$ cat src/rtl/median_window_filter.sv
// median_window_filter
//   Captures one WINDOW_SIZE x WINDOW_SIZE window of packed RGB pixels, one per
//   valid beat, keeps each channel in its own ascending sorted array (stable
//   insertion sort, one insert per cycle), and presents the per-channel median
//   with a one-cycle done pulse.
//
// Ports
//   Filter_CLK   in   clock, rising edge
//   Filter_RST   in   asynchronous active-high reset
//   Filter_EN    in   window enable from the controller, high for the transaction
//   Filter_DVLD  in   memory read data valid
//   Filter_DIN   in   memory read data {R, G, B}
//   Filter_DNE   out  done pulse, one cycle, coincident with new Filter_DOUT
//   Filter_DOUT  out  median pixel {R, G, B}, held until the next window result
//   Filter_BUSY  out  high in LOAD and EMIT
module median_window_filter #(
  parameter int unsigned DATA_WIDTH  = 24,
  parameter int unsigned WINDOW_SIZE = 3,
  parameter int unsigned CH_WIDTH    = 8
) (
  input  logic                  Filter_CLK,
  input  logic                  Filter_RST,
  input  logic                  Filter_EN,
  input  logic                  Filter_DVLD,
  input  logic [DATA_WIDTH-1:0] Filter_DIN,
  output logic                  Filter_DNE,
  output logic [DATA_WIDTH-1:0] Filter_DOUT,
  output logic                  Filter_BUSY
);

  localparam int unsigned N     = WINDOW_SIZE * WINDOW_SIZE;
  localparam int unsigned CntW  = $clog2(N + 1);
  localparam int unsigned Mid   = N / 2;
  localparam logic [CntW-1:0] NCnt = CntW'(N);

  localparam logic [1:0] StIdle    = 2'd0;
  localparam logic [1:0] StLoad    = 2'd1;
  localparam logic [1:0] StEmit    = 2'd2;
  localparam logic [1:0] StWaitLow = 2'd3;

  logic [1:0]            state_q, state_d;
  logic [CntW-1:0]       count_q, count_d;
  logic                  dne_q, dne_d;
  logic [DATA_WIDTH-1:0] dout_q, dout_d;
  logic                  slot_clr, slot_ld;

  // Channel index 0 = B, 1 = G, 2 = R (matches bit position in the pixel).
  logic [CH_WIDTH-1:0] slot_q   [3][N];
  logic [CH_WIDTH-1:0] slot_ins [3][N];

  // Stable insertion: the new value lands after every stored value <= it, so
  // slot i keeps its value, takes the new one, or takes its left neighbour.
  for (genvar c = 0; c < 3; c++) begin : g_ch
    logic [CH_WIDTH-1:0] pix;
    assign pix = Filter_DIN[c*CH_WIDTH +: CH_WIDTH];

    for (genvar i = 0; i < N; i++) begin : g_slot
      localparam logic [CntW-1:0] Idx = CntW'(i);
      logic                hold;
      logic                prev_le;
      logic [CH_WIDTH-1:0] prev_val;

      if (i == 0) begin : g_first
        assign prev_le  = 1'b1;
        assign prev_val = '0;
      end else begin : g_rest
        assign prev_le  = (slot_q[c][i-1] <= pix);
        assign prev_val = slot_q[c][i-1];
      end

      // Slots past the fill level stay put; occupied slots <= pix stay put.
      assign hold = (Idx > count_q) || ((Idx < count_q) && (slot_q[c][i] <= pix));
      assign slot_ins[c][i] = hold    ? slot_q[c][i] :
                              prev_le ? pix          : prev_val;
    end
  end

  always_comb begin
    state_d  = state_q;
    count_d  = count_q;
    dne_d    = 1'b0;
    dout_d   = dout_q;
    slot_clr = 1'b0;
    slot_ld  = 1'b0;
    unique case (state_q)
      StIdle: begin
        if (Filter_EN) begin
          count_d  = '0;
          slot_clr = 1'b1;
          state_d  = StLoad;
        end
      end
      StLoad: begin
        if (count_q == NCnt) begin
          state_d = StEmit;
        end else if (!Filter_EN) begin
          // Abort wins over a coincident valid beat.
          count_d = '0;
          state_d = StIdle;
        end else if (Filter_DVLD) begin
          slot_ld = 1'b1;
          count_d = count_q + 1'b1;
        end
      end
      StEmit: begin
        dout_d  = {slot_q[2][Mid], slot_q[1][Mid], slot_q[0][Mid]};
        dne_d   = 1'b1;
        state_d = StWaitLow;
      end
      StWaitLow: begin
        if (!Filter_EN) state_d = StIdle;
      end
      default: state_d = StIdle;
    endcase
  end

  always_ff @(posedge Filter_CLK or posedge Filter_RST) begin
    if (Filter_RST) begin
      state_q <= StIdle;
      count_q <= '0;
      dne_q   <= 1'b0;
      dout_q  <= '0;
      for (int c = 0; c < 3; c++) begin
        for (int i = 0; i < N; i++) begin
          slot_q[c][i] <= '0;
        end
      end
    end else begin
      state_q <= state_d;
      count_q <= count_d;
      dne_q   <= dne_d;
      dout_q  <= dout_d;
      if (slot_clr) begin
        for (int c = 0; c < 3; c++) begin
          for (int i = 0; i < N; i++) begin
            slot_q[c][i] <= '0;
          end
        end
      end else if (slot_ld) begin
        slot_q <= slot_ins;
      end
    end
  end

  assign Filter_DNE  = dne_q;
  assign Filter_DOUT = dout_q;
  assign Filter_BUSY = (state_q == StLoad) || (state_q == StEmit);

endmodule

$ cat config.mk
export PLATFORM = sky130hd
export DESIGN_NAME = median_window_filter
export DESIGN_NICKNAME = d
export VERILOG_FILES = /design/src/rtl/median_window_filter.sv
export SDC_FILE = /design/constraint.sdc
export NUM_CORES = 1
export LEC_CHECK = 0
export BUFFER_PORTS_ARGS = -buffer_cell sky130_fd_sc_hd__buf_2
export CAP_MARGIN = 15
export CORE_MARGIN = 3
export CORE_UTILIZATION = 35
export CTS_CLUSTER_DIAMETER = 150
export DETAILED_ROUTE_END_ITERATION = 10
export GPL_ROUTABILITY_DRIVEN = 1
export HOLD_SLACK_MARGIN = 0.06
export MAX_ROUTING_LAYER = met4
export PLACE_DENSITY = 0.64
export SETUP_SLACK_MARGIN = 0.3
export SLEW_MARGIN = 5
export SYNTH_ARGS = -nofsm -noshare
export SYNTH_HDL_FRONTEND = slang
export SYNTH_SLANG_ARGS = --single-unit
$ cat constraint.sdc
create_clock -name Filter_CLK -period 4.9 [get_ports Filter_CLK]
set_input_delay 0.49 -clock Filter_CLK [delete_from_list [all_inputs] [get_ports Filter_CLK]]
set_output_delay 0.49 -clock Filter_CLK [all_outputs]
set_load 0.05 [all_outputs]
==> results of run 1 <==
-- cell usage after synthesis, types with 12 or more instances --
cell type / count / share of area, %
ha_1: 129 / 17
a21oi_1: 65 / 3.4
o21ai_0: 51 / 2.6
mux2i_1: 100 / 10
buf_2: 12 / 0.62
clkbuf_1: 13 / 0.50
nand2_1: 53 / 2.1
nor2_1: 34 / 1.3
o2bb2ai_1: 73 / 6.6
nand4_1: 31 / 2.0
mux2_2: 25 / 2.9
mux2_1: 21 / 2.4
dfrtp_1: 151 / 39
inv_1: 44 / 1.7
o211ai_1: 19 / 1.5
nor2b_1: 16 / 1.0
-- placed cells by master, fill, tap and decap left out, types with 19 or more instances in the layout --
cell type	instances
a21oi_1	65
mux2_2	25
o21ai_0	48
mux2_1	21
mux2i_1	100
o2bb2ai_1	73
ha_1	129
buf_2	53
nand4_1	31
o211ai_1	19
dfrtp_1	151
inv_1	43
nand2_1	53
nor2_1	34
-- metrics by stage --
step / cells / instance area [µm²] / total power, W
6_report: 1342 / 11000 / 0.00506
5_1_grt: 1342 / 11000 / 0.00542
4_1_cts: 1340 / 11000 / 0.00508
3_5_place_dp: 1308 / 10400 / 0.00370
3_3_place_gp: 1308 / 10400 / 0.00366
2_1_floorplan: 903 / 9700 / 0.00320
-- final timing paths --
check                                            from  cells past startpoint                                         to
max                            state_q[0]$_DFFE_PP0N_                      8  g_ch[2].g_slot[4].prev_val[1]$_DFFE_PP0P_
min                                        Filter_RST                      2                 Filter_DOUT[4]$_DFFE_PP0P_
max reg2reg                    state_q[0]$_DFFE_PP0N_                      8  g_ch[2].g_slot[4].prev_val[1]$_DFFE_PP0P_
min reg2reg                Filter_DOUT[9]$_DFFE_PP0P_                      1                 Filter_DOUT[9]$_DFFE_PP0P_
max in group asynchronous                  Filter_RST                      3                Filter_DOUT[13]$_DFFE_PP0P_
min in group Filter_CLK                 Filter_DIN[7]                      3  g_ch[0].g_slot[2].prev_val[7]$_DFFE_PP0P_
-- flip-flops by register name, summed over array words and instances (netlist names) --
name / flops
count_q: 4
Filter_DOUT: 24
g_ch.g_slot.prev_val: 120
Filter_DNE: 1
state_q: 2
-- area by class of cell --
cell class / instances / area share, %
diodes: 2 / 0.0455
clock buffers: 18 / 3.90
clock inverters: 14 / 1.59
inverters: 44 / 1.55
multi-input cells: 678 / 51.2
flip-flops and latches: 151 / 34.4
well taps: 372 / 4.23
repair buffers: 63 / 3.10
-- power groups by stage --
stage | Clock [W] | Combinational, W | Sequential [W]
after floorplan | 0 | 0.00144 | 0.00176
after global placement | 0 | 0.00182 | 0.00184
after detailed placement | 0 | 0.00186 | 0.00184
after CTS | 0.00139 | 0.00187 | 0.00183
after global routing | 0.00145 | 0.00210 | 0.00187
final | 0.00136 | 0.00186 | 0.00183
-- layer usage --
metal	up-vias	global-route usage [%]	share of wire (%)
met5	-	-	0
met4	0	5.31	2.1
met3	32	3.00	4.3
met2	156	26.9	47
met1	3656	23.9	47
li1	3522	-	-
-- kinds of logic (layout without fill, tap and decap cells) --
group                    count (synthesis)  count (layout)  share of synthesized area, %
other                                    0               2                             0
AND/OR/NAND/NOR                        158             158                          8.32
adder cells (fa/ha/maj)                129             129                          16.6
multiplexers                           146             146                          15.7
AO/OA/AOI/OAI                          245             245                          17.4
buffers and inverters                   74             139                          3.04
flip-flops                             151             151                          38.9
-- worst reg2reg max path: stages (launching register included) --
cell and delay [ps]:
dfrtp_1 400, inv_1 110, ha_1 280, mux2i_1 200
o31ai_2 700, o21ai_1 450, a21oi_1 340, nor2_1 250
o2bb2ai_1 210
==> results.yml, run 1 <==
sta:
  clock.fmax_mhz: 327
  slew_violations: 0
  holdWs_ps: 185
  skew_ps: 11.4
  setup_viol: 0
  fin_crit_ps: 3050
  worst_slack_ps: 1850
  rsz0062_at_grt: "false"
  finalCritPeriodShare_pct: 62.3
  slew_headroom_pct: 21.4
  hold_viol: 0
  tightest_slew_ps: 1180
  fin_tns_setup_ps: 0
synth:
  syn-cell-area_um2: 9700
  synth_nets: 1060
  synth_cells: 903
  yosys_warnings: 0
  syn_area_per_cell_um2: 10.7
  synth-main-ff-cell: "dfrtp_1"
  synth_cell_types: 43
  synth_edf_count: 0
  async_reset_ff_share_pct: 100
  seq_area_frac_synth_pct: 38.9
  ys_seq_elements: 151
final_layout:
  area_growth_pct: 13.3
  multi_input_area_um2: 5630
  nNetsFinal: 1112
  layout-drive-gt1-share_pct: 14.9
  fill_cells: 2603
  utilization_pct: 40.6
  regArea_um2: 3780
pwr:
  cellLeakagePower_nw: 5.61
  powerDensity_nw_per_um2: 460
  clkPwrFrac_pct: 27.0
  power_switching_w: 0.00190
  seq_power_share_pct: 36.2
  peakVddDrop_uv: 297
  combPwrFrac_pct: 36.8
  intPower_w: 0.00316
  swShare_pct: 37.5
drt:
  route.detailed.drc: 0
  routed_wl_um: 24900
  postRouteAntennaNets: 0
  vias: 7366
  avgRoutedWirePerCell_um: 18.6
  vias_per_cell: 5.49
  detail_route.first_pass.iterations: 4
  drt_iter0_drc: 511
clocking:
  clk_latency_ps: 430
  cts_tree: "yes"
  cts_max_path_buffers: 2
  cts_hold_buffers: 0
  root_buffer: "clkbuf_16"
  htreeDepth: 4
  cts_setup_buffers: 0
  clock_sinks: 151
  path_clk_slew_ps: 70
  cts_resized: 0
  cts_buffers: 17
worst_setup_path:
  reg2reg_setup_slack_ps: 1850
  crit_arrival_ps: 3350
  cp_max_fo: 8
  cpPeakStageDelay_ps: 700
  criticalPathCategory: "register to register"
  critPathLaunchType: "register"
  crit_chain: "inv_1, ha_1, mux2i_1, o31ai_2, o21ai_1, a21oi_1, nor2_1, o2bb2ai_1"
  worst-path-buf-inv: 1
  critPathCaptureType: "register"
  crit_family: "compound AO/OA/AOI/OAI gates"
  crit_slowest_cell: "o31ai_2"
  cp.required_ps: 5200
die:
  die_x_um: 173
  core_um2: 27100
  fp.dieArea_um2: 29800
  die-height_um: 173
  initial_core_util_pct: 35.8
  rows: 60
  io_pins: 54
grt:
  grt_pass1_vias: 7416
  grt_first_pass_wirelength_um: 41300
  grtUsageTotal_pct: 17.6
  antenna_found_initial: 2
  grt_max_degree: 76
  grt_overflow: 0
outcome:
  status: "finished, final reports clean"
worst_hold_path:
  hold_path.class: "input port to async pin"
placement:
  port_buffers: 53
  place_hpwl_um: 18500
  gp_congestion: 0.833
  place_ws_ps: 1860
flow_run:
  cap_violations: 0
Note: power is estimated with default switching activity, not from simulation.
==> run 2, diff against run 1 <==
--- a/config.mk
+++ b/config.mk
@@ -5,6 +5,7 @@
 export SDC_FILE = /design/constraint.sdc
 export NUM_CORES = 1
 export LEC_CHECK = 0
+export ABC_AREA = 1
 export BUFFER_PORTS_ARGS = -buffer_cell sky130_fd_sc_hd__buf_2
 export CAP_MARGIN = 15
 export CORE_MARGIN = 3
@@ -14,7 +15,7 @@
 export GPL_ROUTABILITY_DRIVEN = 1
 export HOLD_SLACK_MARGIN = 0.06
 export MAX_ROUTING_LAYER = met4
-export PLACE_DENSITY = 0.64
+export PLACE_DENSITY = 0.62
 export SETUP_SLACK_MARGIN = 0.3
 export SLEW_MARGIN = 5
 export SYNTH_ARGS = -nofsm -noshare
==> constraint.sdc (replaced) <==
create_clock -name Filter_CLK -period 3 [get_ports Filter_CLK]
set_input_delay 0.3 -clock Filter_CLK [delete_from_list [all_inputs] [get_ports Filter_CLK]]
set_output_delay 0.3 -clock Filter_CLK [all_outputs]
set_load 0.05 [all_outputs]
==> run 2 against run 1 <==
Effect of this change: clock power is 66% higher; largest power group unchanged; die area is 7.6% higher; register-to-register slack worse by 1300 ps; via count is 31% higher; critical path type unchanged; setup slack worse by 1300 ps; utilization is 0.18 points higher; global-route usage is 1.1 points higher; combinational power grew to 3.1 times the previous value.
==> results.yml, run 2 <==
worst_setup_path:
  reg2reg_to: "g_ch[0].g_slot[1].prev_val[5]$_DFFE_PP0P_"
  crit_arrival_ps: 2790
  crit_slowest_cell: "dfrtp_1"
  cp.required_ps: 3310
  worst-path-buf-inv: 3
  cp_max_fo: 21
  critPathLaunchType: "register"
  reg2reg_setup_slack_ps: 510
  criticalPathCategory: "register to register"
  path_common_cell: "nand2_1"
  worstReg2RegStart: "state_q[0]$_DFFE_PP0N_"
  cpPeakStageDelay_ps: 390
  critPathCaptureType: "register"
  worstRegToRegCells: 9
  crit_chain: "inv_1, ha_1, nand2_4, inv_4, a21oi_1, buf_4, nand2_1, nand2_1, o21ai_0"
  crit_family: "simple AND/OR/NAND/NOR gates"
die:
  die_x_um: 179
  fp.dieArea_um2: 32000
  rows: 62
  initial_core_util_pct: 36.0
  io_pins: 54
  core_um2: 29100
  die-height_um: 179
clocking:
  cts_buffers: 17
  root_buffer: "clkbuf_16"
  cts_setup_buffers: 0
  clk_latency_ps: 440
  cts_resized: 0
  htreeDepth: 4
  cts_max_path_buffers: 2
  cts_hold_buffers: 0
  path_clk_slew_ps: 80
  clock_sinks: 151
  cts_tree: "yes"
final_layout:
  area_growth_pct: 13.2
  layout_commonest_cell: "nand2_1"
  fin_area_um2: 11900
  layout-drive-gt1-share_pct: 7.21
  largest_reg_flops: 120
  nNetsFinal: 1767
  final_cell_mix: "780 x nand2_1, 200 x nor2_1, 151 x dfrtp_1, 129 x ha_1, 97 x inv_1"
  diodes: 0
pwr:
  combPwrFrac_pct: 49.5
  cellLeakagePower_nw: 7.17
  clkPwrFrac_pct: 19.3
  seq_power_share_pct: 31.2
  swShare_pct: 48.2
  power_switching_w: 0.00565
  peakVddDrop_uv: 380
  powerDensity_nw_per_um2: 990
  intPower_w: 0.00609
sta:
  slew_violations: 0
  tightest_slew_ps: 871
  skew_ps: 14.3
  fin_crit_ps: 2490
  slew_headroom_pct: 41.9
  finalCritPeriodShare_pct: 82.9
  fin_tns_setup_ps: 0
  clock.fmax_mhz: 402
  setup_viol: 0
  hold_viol: 0
  rsz0062_at_grt: "false"
placement:
  gp_congestion: 0.864
  place_hpwl_um: 20400
  placed_area_um2: 11200
  port_buffers: 53
synth:
  synth_top_area_share_pct: 36.1
  synth.largest_area_cell: "dfrtp_1"
  synth_edf_count: 0
  synth_cells: 1550
  synth-main-ff-cell: "dfrtp_1"
  syn_area_per_cell_um2: 6.76
  synth_cell_types: 27
  yosysMostFrequentCell: "nand2_1"
  seq_area_frac_synth_pct: 36.1
  yosys_warnings: 0
  syn-cell-area_um2: 10500
  synth_nets: 1707
  synthTopCellsByArea: "dfrtp_1 36%, nand2_1 28%, ha_1 15%"
  async_reset_ff_share_pct: 100
  ys_seq_elements: 151
  synthTopCellsByCount: "781 x nand2_1, 200 x nor2_1, 151 x dfrtp_1, 129 x ha_1, 98 x inv_1"
grt:
  grt_overflow: 0
  antenna_found_initial: 0
  grt_pass1_vias: 9034
  grt_max_degree: 152
  grt_first_pass_wirelength_um: 46200
  grtUsageTotal_pct: 18.6
drt:
  detail_route.first_pass.iterations: 5
  route.detailed.drc: 0
  postRouteAntennaNets: 0
  drt_iter0_drc: 633
  vias_per_cell: 4.81
  routed_wl_um: 28100
  vias: 9645
  avgRoutedWirePerCell_um: 14.0
worst_hold_path:
  hold_path.class: "input port to async pin"
outcome:
  status: "finished, final reports clean"
flow_run:
  cap_violations: 0
run 2: layout make-up:
| cell class | instances | area, µm² |
|---|---|---|
| clock buffers | 19 | 453 |
| clock inverters | 13 | 161 |
| fillers | 3081 | 17200 |
| inverters | 103 | 393 |
| multi-input cells | 1268 | 6190 |
| flip-flops and latches | 151 | 3780 |
| well taps | 384 | 480 |
| repair buffers | 69 | 398 |
run 2: cell families (layout without fill, tap and decap cells):
group,Yosys count,count (layout),synth area share (%)
buffers and inverters,131,204,4.86
flip-flops,151,151,36.1
XOR/XNOR,2,2,0.167
AND/OR/NAND/NOR,1037,1037,38.3
AO/OA/AOI/OAI,100,100,5.19
adder cells (fa/ha/maj),129,129,15.4
run 2: layer usage:
metal	track usage, %	routed length [µm]
met1	25.8	14000
met4	4.09	326
met3	2.50	1170
met2	29.2	12600
met5	-	0
run 2: worst max-delay path by stage:
stage | endpoint | cells past startpoint | from | slack, ps
final | g_ch[0].g_slot[1].prev_val[5]$_DFFE_PP0P_ | 9 | state_q[0]$_DFFE_PP0N_ | 510
after global routing | g_ch[0].g_slot[1].prev_val[6]$_DFFE_PP0P_ | 10 | state_q[0]$_DFFE_PP0N_ | 320
after CTS | g_ch[0].g_slot[1].prev_val[5]$_DFFE_PP0P_ | 9 | state_q[0]$_DFFE_PP0N_ | 530
after detailed placement | g_ch[0].g_slot[1].prev_val[5]$_DFFE_PP0P_ | 9 | state_q[0]$_DFFE_PP0N_ | 510
after global placement | g_ch[2].g_slot[1].prev_val[3]$_DFFE_PP0P_ | 11 | Filter_DIN[23] | 550
after floorplan | Filter_DNE$_DFF_PP0_ | 1 | Filter_RST | 800
run 2: power groups by stage:
stage | sequential (W) | clock (W) | combinational (W)
2_1_floorplan | 0.00394 | 0 | 0.00398
3_3_place_gp | 0.00367 | 0 | 0.00567
3_5_place_dp | 0.00368 | 0 | 0.00579
4_1_cts | 0.00366 | 0.00231 | 0.00583
5_1_grt | 0.00377 | 0.00240 | 0.00673
6_report | 0.00367 | 0.00226 | 0.00581
run 2: stage by stage:
step / utilization [%] / hold slack [ps] / setup WS [ps] / instances / power [W]
4_1_cts: 40.8 / 123 / 531 / 2007 / 0.0118
3_5_place_dp: 38.6 / 453 / 508 / 1975 / 0.00947
3_3_place_gp: 38.6 / 448 / 549 / 1975 / 0.00934
2_1_floorplan: - / 448 / 797 / 1550 / 0.00792
6_report: 40.8 / 56.6 / 514 / 2007 / 0.0117
5_1_grt: 40.8 / 137 / 320 / 2007 / 0.0129
run 2: worst reg2reg max path, stage by stage, from the launching register on:
cell	delay, ps
dfrtp_1	390
inv_1	100
ha_1	290
nand2_4	260
inv_4	140
a21oi_1	390
buf_4	230
nand2_1	60
nand2_1	360
o21ai_0	140
==> run 3, diff against run 2 <==
==> constraint.sdc (replaced) <==
create_clock -name Filter_CLK -period 2.3 [get_ports Filter_CLK]
set_input_delay 0.23 -clock Filter_CLK [delete_from_list [all_inputs] [get_ports Filter_CLK]]
set_output_delay 0.23 -clock Filter_CLK [all_outputs]
set_load 0.05 [all_outputs]
==> run 3 against run 2 <==
Effect of this change: global-route usage increased by 0.68 points; register-to-register slack worse by 140 ps; first-iteration DRC count is 4.4% lower; critical endpoint is now g_ch[0].g_slot[1].prev_val[3]$_DFFE_PP0P_; highest routed layer unchanged.
==> results.yml, run 3 (synthesis results as in run 2) <==
outcome:
  status: "finished, final reports clean"
final_layout:
  largest_reg_flops: 120
  final_cell_mix: "766 x nand2_1, 193 x nor2_1, 149 x dfrtp_1, 125 x ha_1, 96 x inv_1"
  layout-drive-gt1-share_pct: 12.4
  utilization_pct: 43.1
  layout_commonest_cell: "nand2_1"
  area_growth_pct: 19.6
  fin_area_um2: 12500
  fin_cells: 2061
  diodes: 0
  nNetsFinal: 1821
  fill_cells: 3008
clocking:
  root_buffer: "clkbuf_16"
  cts_max_path_buffers: 2
  cts_buffers: 17
  path_clk_slew_ps: 70
  htreeDepth: 4
  cts_tree: "yes"
  clk_latency_ps: 440
  clock_sinks: 151
sta:
  skew_ps: 12.0
  hold_viol: 0
  setup_viol: 0
  fin_crit_ps: 1930
  fin_tns_setup_ps: 0
  clock.fmax_mhz: 518
  tightest_slew_ps: 605
  rsz0062_at_grt: "true"
  slew_violations: 0
  slew_headroom_pct: 59.7
  finalCritPeriodShare_pct: 83.9
grt:
  antenna_found_initial: 0
  grtUsageTotal_pct: 19.3
  grt_overflow: 0
  grt_first_pass_wirelength_um: 47700
  grt_pass1_vias: 9334
  grt_max_degree: 65
drt:
  vias: 9951
  route.detailed.drc: 0
  routed_wl_um: 29500
  avgRoutedWirePerCell_um: 14.3
  drt_iter0_drc: 605
  vias_per_cell: 4.83
  detail_route.first_pass.iterations: 9
  postRouteAntennaNets: 0
pwr:
  cellLeakagePower_nw: 7.47
  power_w: 0.0161
  peakVddDrop_uv: 684
  powerDensity_nw_per_um2: 1290
worst_setup_path:
  crit_arrival_ps: 2280
  worst-path-buf-inv: 3
  crit_chain: "inv_4, ha_2, nand2_2, nor2_4, nor3_4, nor2_4, clkinv_8, nand2_1, buf_12, nand2_1, o21ai_0"
  crit_family: "simple AND/OR/NAND/NOR gates"
  critPathLaunchType: "register"
  crit_slowest_cell: "dfrtp_2"
  cp_max_fo: 16
  cp.required_ps: 2650
  cpPeakStageDelay_ps: 450
  critPathCaptureType: "register"
  criticalPathCategory: "register to register"
die:
  initial_core_util_pct: 36.0
  io_pins: 54
  core_um2: 29100
  die_x_um: 179
  rows: 62
  fp.dieArea_um2: 32000
  die-height_um: 179
placement:
  port_buffers: 53
  placed_area_um2: 11600
  place_hpwl_um: 21600
  gp_congestion: 0.926
  dp.cells: 2019
worst_hold_path:
  hold_path.class: "input port to register"
flow_run:
  cap_violations: 0
run 3: through the flow:
| step | setup WS, ps | hold slack, ps |
|---|---|---|
| floorplan | 167 | 378 |
| global placement | -69.4 | 136 |
| detailed placement | -79.9 | 135 |
| CTS | 303 | 60.2 |
| global route | 275 | 77.7 |
| finish | 370 | 76.3 |
run 3: final timing paths:
path / slack, ps / to / cells after the start / start
hold / removal: 80 / g_ch[2].g_slot[1].prev_val[5]$_DFFE_PP0P_ / 3 / Filter_DIN[21]
setup reg to reg: 370 / g_ch[0].g_slot[1].prev_val[3]$_DFFE_PP0P_ / 11 / count_q[1]$_DFFE_PP0P_
setup / recovery: 370 / g_ch[0].g_slot[1].prev_val[3]$_DFFE_PP0P_ / 11 / count_q[1]$_DFFE_PP0P_
min in group asynchronous: 230 / g_ch[1].g_slot[5].prev_val[5]$_DFFE_PP0P_ / 3 / Filter_RST
hold reg to reg: 460 / Filter_DOUT[9]$_DFFE_PP0P_ / 2 / Filter_DOUT[9]$_DFFE_PP0P_
max in group asynchronous: 1230 / count_q[1]$_DFFE_PP0P_ / 4 / Filter_RST
run 3: report_power, final:
| part | switching (W) | internal [W] | total [W] |
|---|---|---|---|
| logic | 0.00550 | 0.00305 | 0.00855 |
| registers | 0.00103 | 0.00378 | 0.00481 |
| clock network | 0.00120 | 0.00156 | 0.00276 |
run 3: final cells by class:
class / count / area (µm²) / area share [%]
clock buffers: 19 / 453 / 3.62
clock inverters: 13 / 121 / 0.969
inverters: 103 / 410 / 3.28
multi-input cells: 1268 / 6380 / 51.0
flip-flops and latches: 151 / 3780 / 30.2
well taps: 384 / 480 / 3.84
repair buffers: 122 / 888 / 7.09
repair inverters: 1 / 8.76 / 0.0699
run 3: what timing repair did:
item	4_1_cts	5_1_grt
setup endpoints to repair	120	122
cloned	0	1
setup buffers	0	8
endpoints found under the hold margin	62	0
gates resized for setup	16	51
hold buffers	1	0
pin swaps	0	8
run 3: worst reg2reg max path: stages, from the launching register on:
cell and delay [ps]:
dfrtp_2 450, inv_4 90, ha_2 170, nand2_2 80
nor2_4 130, nor3_4 70, nor2_4 300, clkinv_8 150
nand2_1 140, buf_12 140, nand2_1 50, o21ai_0 80
run 3: metal layers:
metal	GRT usage [%]	share of wire, %	vias up
met4	4.71	0.99	0
met5	-	0	-
met3	2.75	4.5	21
met1	26.7	49	4625
li1	-	-	5099
met2	30.0	46	206
